`src/rtl/vhdci_link_pkg.sv`:
```
// Shared definitions for both ends of the VHDCI mux link: link states,
// default framing words and the sync-word classifier.
package vhdci_link_pkg;

    typedef enum logic [1:0] {
        HUNT   = 2'd0,
        ACK    = 2'd1,
        LINKED = 2'd2
    } link_state_e;

    localparam logic [7:0] SYNC_WORD_DEF = 8'h01;
    localparam logic [7:0] ACK_WORD_DEF  = 8'h81;

    // A word that could belong to the alignment handshake.
    function automatic logic sync_like(input logic [7:0] w,
                                       input logic [7:0] sync_w,
                                       input logic [7:0] ack_w);
        return (w == sync_w) || (w == ack_w);
    endfunction

endpackage

```
`src/rtl/vhdci_link_peer_if.sv`:
```
// SERDES-side and user-side signals of the far-end link peer.
// master = the peer itself, slave = whatever surrounds it.
interface vhdci_link_peer_if #(
    parameter int LOSS_CNT_W = 8
);
    logic [7:0]            rx_word;
    logic [7:0]            tx_word;
    logic                  bitslip;
    logic [6:0]            tx_data;
    logic [6:0]            rx_data;
    logic                  rx_valid;
    logic                  link_up;
    logic [LOSS_CNT_W-1:0] loss_count;
    logic [1:0]            state_dbg;

    modport master (
        input  rx_word, tx_data,
        output tx_word, bitslip, rx_data, rx_valid, link_up, loss_count, state_dbg
    );

    modport slave (
        output rx_word, tx_data,
        input  tx_word, bitslip, rx_data, rx_valid, link_up, loss_count, state_dbg
    );
endinterface

```
`src/rtl/vhdci_toggle_mon.sv`:
```
// Liveness-bit checker: ignores IDLE_WORD until the first real word, learns
// the expected bit-7 phase from it, then checks that bit 7 alternates.
module vhdci_toggle_mon
    import vhdci_link_pkg::*;
#(
    parameter logic [7:0] IDLE_WORD = ACK_WORD_DEF
) (
    input  logic       clk,
    input  logic       rst_n,
    input  logic       en,
    input  logic [7:0] word,
    output logic       arm,
    output logic       match,
    output logic       err
);
    logic armed_q;
    logic expect_q;

    assign arm   = armed_q;
    assign match = (word[7] == expect_q);
    assign err   = en & armed_q & ~match;

    // Disarm whenever disabled so every new link starts by learning the phase.
    always_ff @(posedge clk) begin
        if (!rst_n || !en) begin
            armed_q  <= 1'b0;
            expect_q <= 1'b0;
        end else if (!armed_q) begin
            if (word != IDLE_WORD) begin
                armed_q  <= 1'b1;
                expect_q <= ~word[7];
            end
        end else if (match) begin
            expect_q <= ~word[7];
        end else begin
            armed_q  <= 1'b0;
        end
    end
endmodule

```
`src/rtl/vhdci_link_peer.sv`:
```
// Far-end framing engine: answers the host's alignment handshake, slips
// its own ISERDES until sync is seen, then frames 7-bit payloads with a
// toggling liveness bit and drops the link when the host's toggle stalls.
module vhdci_link_peer
    import vhdci_link_pkg::*;
#(
    parameter logic [7:0] SYNC_WORD       = SYNC_WORD_DEF,
    parameter logic [7:0] ACK_WORD        = ACK_WORD_DEF,
    parameter int         BITSLIP_HOLDOFF = 3,
    parameter int         ACK_TIMEOUT     = 1024,
    parameter int         LOSS_CNT_W      = 8
) (
    input  logic              clk_in,
    input  logic              rst_n_in,
    vhdci_link_peer_if.master bus
);
    localparam int HOLD_W = $clog2(BITSLIP_HOLDOFF + 1);
    localparam int TMR_W  = $clog2(ACK_TIMEOUT);

    link_state_e           state_q, state_nxt;
    logic [HOLD_W-1:0]     holdoff_q, holdoff_nxt;
    logic [TMR_W-1:0]      timer_q, timer_nxt;
    logic                  toggle_q, toggle_nxt;
    logic [7:0]            tx_word_q, tx_word_nxt;
    logic                  bitslip_q, bitslip_nxt;
    logic [6:0]            rx_data_q, rx_data_nxt;
    logic                  rx_valid_q, rx_valid_nxt;
    logic                  link_up_q;
    logic [LOSS_CNT_W-1:0] loss_q, loss_nxt;

    logic mon_arm, mon_match, mon_err;

    vhdci_toggle_mon #(.IDLE_WORD(ACK_WORD)) u_mon (
        .clk   (clk_in),
        .rst_n (rst_n_in),
        .en    (state_q == LINKED),
        .word  (bus.rx_word),
        .arm   (mon_arm),
        .match (mon_match),
        .err   (mon_err)
    );

    // Next-state and next-output decode; every output is a flop fed from here.
    always_comb begin
        state_nxt    = state_q;
        holdoff_nxt  = holdoff_q;
        timer_nxt    = timer_q;
        toggle_nxt   = toggle_q;
        tx_word_nxt  = tx_word_q;
        bitslip_nxt  = 1'b0;
        rx_data_nxt  = rx_data_q;
        rx_valid_nxt = 1'b0;
        loss_nxt     = loss_q;
        case (state_q)
            HUNT: begin
                tx_word_nxt = SYNC_WORD;
                if (holdoff_q != '0) begin
                    holdoff_nxt = holdoff_q - 1'b1;
                end else if (sync_like(bus.rx_word, SYNC_WORD, ACK_WORD)) begin
                    state_nxt   = ACK;
                    timer_nxt   = '0;
                    tx_word_nxt = ACK_WORD;
                end else begin
                    bitslip_nxt = 1'b1;
                    holdoff_nxt = HOLD_W'(BITSLIP_HOLDOFF);
                end
            end
            ACK: begin
                tx_word_nxt = ACK_WORD;
                if (bus.rx_word == ACK_WORD) begin
                    // toggle tracks bit 7 of the word currently on tx_word
                    state_nxt   = LINKED;
                    toggle_nxt  = 1'b0;
                    tx_word_nxt = {1'b0, bus.tx_data};
                end else if (bus.rx_word != SYNC_WORD ||
                             timer_q == TMR_W'(ACK_TIMEOUT - 1)) begin
                    state_nxt   = HUNT;
                    holdoff_nxt = '0;
                    tx_word_nxt = SYNC_WORD;
                end else begin
                    timer_nxt = timer_q + 1'b1;
                end
            end
            LINKED: begin
                toggle_nxt  = ~toggle_q;
                tx_word_nxt = {~toggle_q, bus.tx_data};
                if (mon_err) begin
                    state_nxt   = HUNT;
                    holdoff_nxt = '0;
                    toggle_nxt  = 1'b0;
                    tx_word_nxt = SYNC_WORD;
                    if (loss_q != '1) loss_nxt = loss_q + 1'b1;
                end else if (mon_arm && mon_match) begin
                    rx_valid_nxt = 1'b1;
                    rx_data_nxt  = bus.rx_word[6:0];
                end
            end
            default: begin
                state_nxt   = HUNT;
                tx_word_nxt = SYNC_WORD;
            end
        endcase
    end

    // State and output registers with synchronous reset.
    always_ff @(posedge clk_in) begin
        if (!rst_n_in) begin
            state_q    <= HUNT;
            holdoff_q  <= '0;
            timer_q    <= '0;
            toggle_q   <= 1'b0;
            tx_word_q  <= SYNC_WORD;
            bitslip_q  <= 1'b0;
            rx_data_q  <= '0;
            rx_valid_q <= 1'b0;
            link_up_q  <= 1'b0;
            loss_q     <= '0;
        end else begin
            state_q    <= state_nxt;
            holdoff_q  <= holdoff_nxt;
            timer_q    <= timer_nxt;
            toggle_q   <= toggle_nxt;
            tx_word_q  <= tx_word_nxt;
            bitslip_q  <= bitslip_nxt;
            rx_data_q  <= rx_data_nxt;
            rx_valid_q <= rx_valid_nxt;
            link_up_q  <= (state_nxt == LINKED);
            loss_q     <= loss_nxt;
        end
    end

    assign bus.tx_word    = tx_word_q;
    assign bus.bitslip    = bitslip_q;
    assign bus.rx_data    = rx_data_q;
    assign bus.rx_valid   = rx_valid_q;
    assign bus.link_up    = link_up_q;
    assign bus.loss_count = loss_q;
    assign bus.state_dbg  = state_q;

endmodule
```
`src/flat_wrapper.sv`:
```
// flat-port wrapper written by rule: the top's interface ports become plain ports
module vhdci_link_peer_flat import vhdci_link_pkg::*;
#(
    parameter logic [7:0] SYNC_WORD       = SYNC_WORD_DEF,
    parameter logic [7:0] ACK_WORD        = ACK_WORD_DEF,
    parameter int         BITSLIP_HOLDOFF = 3,
    parameter int         ACK_TIMEOUT     = 1024,
    parameter int         LOSS_CNT_W      = 8
)
  (clk_in, rst_n_in, bus_rx_word, bus_tx_data, bus_tx_word, bus_bitslip, bus_rx_data, bus_rx_valid, bus_link_up, bus_loss_count, bus_state_dbg);
  vhdci_link_peer_if #(.LOSS_CNT_W(LOSS_CNT_W)) bus_i ();
  input  logic clk_in;
  input  logic rst_n_in;
  input wire logic [$bits(bus_i.rx_word)-1:0] bus_rx_word;
  input wire logic [$bits(bus_i.tx_data)-1:0] bus_tx_data;
  output wire logic [$bits(bus_i.tx_word)-1:0] bus_tx_word;
  output wire logic [$bits(bus_i.bitslip)-1:0] bus_bitslip;
  output wire logic [$bits(bus_i.rx_data)-1:0] bus_rx_data;
  output wire logic [$bits(bus_i.rx_valid)-1:0] bus_rx_valid;
  output wire logic [$bits(bus_i.link_up)-1:0] bus_link_up;
  output wire logic [$bits(bus_i.loss_count)-1:0] bus_loss_count;
  output wire logic [$bits(bus_i.state_dbg)-1:0] bus_state_dbg;
  assign bus_i.rx_word = bus_rx_word;
  assign bus_i.tx_data = bus_tx_data;
  assign bus_tx_word = bus_i.tx_word;
  assign bus_bitslip = bus_i.bitslip;
  assign bus_rx_data = bus_i.rx_data;
  assign bus_rx_valid = bus_i.rx_valid;
  assign bus_link_up = bus_i.link_up;
  assign bus_loss_count = bus_i.loss_count;
  assign bus_state_dbg = bus_i.state_dbg;
  vhdci_link_peer #(.SYNC_WORD(SYNC_WORD), .ACK_WORD(ACK_WORD), .BITSLIP_HOLDOFF(BITSLIP_HOLDOFF), .ACK_TIMEOUT(ACK_TIMEOUT), .LOSS_CNT_W(LOSS_CNT_W)) u_core (.clk_in(clk_in), .rst_n_in(rst_n_in), .bus(bus_i));
endmodule
```
`config.mk`:
```
export PLATFORM = sky130hd
export DESIGN_NAME = vhdci_link_peer_flat
export DESIGN_NICKNAME = d
export VERILOG_FILES = /design/src/rtl/vhdci_link_pkg.sv /design/src/rtl/vhdci_link_peer_if.sv /design/src/rtl/vhdci_toggle_mon.sv /design/src/rtl/vhdci_link_peer.sv /design/src/flat_wrapper.sv
export SDC_FILE = /design/constraint.sdc
export NUM_CORES = 1
export LEC_CHECK = 0
export CORE_UTILIZATION = 29
export CTS_CLUSTER_SIZE = 28
export DETAILED_ROUTE_END_ITERATION = 12
export GPL_TIMING_DRIVEN = 1
export SYNTH_ARGS = -nofsm -noshare
export SYNTH_HDL_FRONTEND = slang
export SYNTH_SLANG_ARGS = --single-unit
```
`constraint.sdc`:
```
create_clock -name clk_in -period 2.8 [get_ports clk_in]
set_input_delay 0.42 -clock clk_in [delete_from_list [all_inputs] [get_ports clk_in]]
set_output_delay 0.42 -clock clk_in [all_outputs]
set_load 0.02 [all_outputs]
```
==> metrics.md <==
| Metric | Value |
|---|---|
| Largest net degree at the start of global routing | 21 |
| Worst vdd ir | 269 uV |
| Count of cell types in the netlist | 47 |
| Final setup violation count | 0 |
| Initial antenna violation count | 0 |
| Final Max Slew Viols | 0 |
| Die Area | 7170 sq um |
| Total Routed Length | 4250 um |
| Synth Instances | 212 |
| Placed cells | 332 |
| PnR Total Power | 1270 uW |
| Top FF cell, synth | dfxtp_1 |
| Worst Skew | 0.00648 ns |
| Initial core utilization | 30.7% |
| Port Buffer Count | 44 |
| WS Path Type | input port to register |
| Clk root buf | clkbuf_8 |
| Post-Syn Nets | 236 |
| FF-to-FF path depth | 7 |
| Seq cells post-synth | 43 |
| Die width | 84.7 um |
| Clock Path Buffers | 2 |
| Antenna Cells | 0 |
| CP max-delay cell | clkdlybuf4s50_1 |
| CORE AREA | 6460 sq um |
| Hold crit path type | register to register |
| FFs w/ async S/R, synth | 0% |
| Post-cts resize count | 0 |
| Wire length per cell | 12.5 um |
| Post-CTS setup buffers | 0 |
| Vias in the first global route | 1500 |
| Chip height | 84.7 um |
| Failing checks | design-rule violations |
| Headroom to the max-slew limit | 52.4% |
| Unrepaired setup endpoints after global routing | false |
| # IOs | 45 |
| Fill count | 644 |
| Final #Nets | 286 |
| Crit. End Element | register |
| Hold_ws | 0.467 ns |
| Crit path DAT | 2.45 ns |
| Clock Latency Late Sink | 0.30 ns |
| Final ANT Viol Nets | 0 |
| Most common cell after layout, fill and taps aside | clkdlybuf4s50_1 |
| Worst-Margin Slew | 0.713 ns |
| Slowest stage delay, CP | 0.47 ns |
| TritonRoute pass-1 iters | 10 |
| Ys Warns | 0 |
| EDFF count, synth | 0 |
| DR DRC count | 4 |
| Clk sinks | 43 |
| Hold wc startpoint | u_core.holdoff_q[0] |
| Worst setup SP type | input port |
| Worst Hold Endpoint | u_core.holdoff_q[0] |
| Non-filler instance count after layout | 340 |
| Cell area power density | 477 nW/um^2 |
| Vias | 1663 |
| # hold bufs at CTS | 0 |
| Clk slew on worst S/H paths | 0.08 ns |
| CTS H-tree depth | 2 |
| Worst-path cell chain | clkdlybuf4s50_1, nor4_4, nand2_4, a2111o_1, or3_1, a21oi_1 |
| First-pass GRT wire length | 7270 um |
| Tmin final | 2.22 ns |
| Tot GR Track Use | 12.7% |
| Final TNS setup | 0 ns |
| Commonest cells after routing, fill and taps aside | 44 x clkdlybuf4s50_1, 43 x dfxtp_1, 13 x nor2b_1 |
| Seq/Total Area, Yosys | 43.4% |
| Req. time, crit path | 3.03 ns |
| Critical path fanouts, max | 10 |
| CTS tree | built |
| RR Startpoint | u_core.bus.state_dbg[1] |
| Area grow syn2layout | 34.3% |
| GP Congestion | 0.773 |
| P_leak | 0.000951 uW |
| Reg2reg end | u_core.timer_q[8] |
| Worst R2R Setup Slack | 0.64 ns |
| DPL Wire Length | 3160 um |
| Hold Vio Cnt, Final | 0 |
| Synth Area per Inst | 9.35 sq um |
| Row count | 29 |
| Max-cap check violation count | 0 |
| GRT Residual Overflow | 0 |
| Tcrit/Tclk final | 79.2% |
| Max Freq | 0.451 GHz |
| CTS buffer count | 5 |
| Via density | 4.89 |
| Hold depth | 2 |
| 1st-iter DRT viols | 95 |
| Layout cells sized above 1 | 7.22% |
| Status | finished with violations |
| Synth Cell Area | 1980 sq um |
## cell families after synthesis
family	Yosys count	share of synthesized area [%]
xor gates and xnor gates	9	3.97
buffers and inverters	13	2.52
muxes	10	5.05
DFF	43	43.4
and+or+nand+nor	91	26.9
AOI/OAI and AO/OA	39	13.8
adders and majority gates	7	4.42
## synthesized netlist by cell type, drive strengths merged, types with 5 or more instances
cell type | n | area [sq um]
o21ai | 7 | 35.0
xor2 | 6 | 52.6
inv | 8 | 30.0
a21oi | 10 | 50.1
nand2 | 13 | 56.3
or3 | 5 | 31.3
mux2i | 10 | 100
nor2b | 13 | 81.3
nor2 | 12 | 45.0
dfxtp | 43 | 861
ha | 7 | 87.6
and2 | 13 | 82.6
nand3 | 11 | 55.1
nor3 | 5 | 25.0
## per-layer routing
metal,part of all wire (%),GRT usage [%],vias to the layer above,routed length [um]
li1,-,-,853,-
met1,49,17.8,757,2080
met2,44,19.1,49,1890
met3,5.8,3.54,4,245
met4,0.68,3.70,0,29
met5,0,0,-,0
## area by class of cell
class / count / area [sq um] / share of cell area [%]
clock buffer: 6 / 72.6 / 2.73
clock inverter: 2 / 60.1 / 2.26
inverter: 8 / 30.0 / 1.13
multi-input combinational: 156 / 1070 / 40.3
sequential: 43 / 861 / 32.3
tap: 77 / 96.3 / 3.62
timing repair buffer: 48 / 470 / 17.7
## how the worst max path moves through the flow
| stage | from | to | slack [ns] | cells past startpoint |
|---|---|---|---|---|
| after floorplan | u_core.bus.state_dbg[0] | u_core.timer_q[8] | 0.78 | 7 |
| after global placement | bus_rx_word[3] | u_core.timer_q[9] | 0.34 | 6 |
| after detailed placement | bus_rx_word[3] | u_core.timer_q[9] | 0.31 | 6 |
| after CTS | bus_rx_word[3] | u_core.timer_q[9] | 0.60 | 6 |
| after global routing | u_core.bus.state_dbg[1] | u_core.timer_q[8] | 0.40 | 7 |
| final | bus_rx_word[3] | u_core.timer_q[9] | 0.58 | 6 |
## worst max-delay path, delay by kind of cell
family,cells,cell delay [ns]
AND/OR/NAND/NOR,3,0.95
AO/OA/AOI/OAI,2,0.61
buffers and inverters,1,0.47
## state kept, by name (all words and copies together) (netlist names)
register	cells
u_core.timer_q	10
u_core.bus.bitslip	1
u_core.bus.loss_count	8
u_core.bus.rx_valid	1
u_core.u_mon.expect_q	1
u_core.bus.link_up	1
u_core.holdoff_q	2
u_core.bus.rx_data	7
u_core.u_mon.arm	1
u_core.toggle_q	1
u_core.bus.state_dbg	2
u_core.bus.tx_word	8
## per-stage QoR
stage | util (%) | area, sq um | setup slack (ns)
4_1_cts | 41.2 | 2660 | 0.603
5_1_grt | 41.2 | 2660 | 0.401
3_3_place_gp | 39.2 | 2530 | 0.341
2_1_floorplan | - | 1980 | 0.778
6_report | 41.2 | 2660 | 0.582
3_5_place_dp | 39.2 | 2530 | 0.311
## report_power, final
part / total, uW / internal [uW] / switching (uW)
combinational: 84.3 / 43.5 / 40.8
clock: 567 / 356 / 211
sequential: 619 / 617 / 2.56
Note: power is estimated with default switching activity, not from simulation.
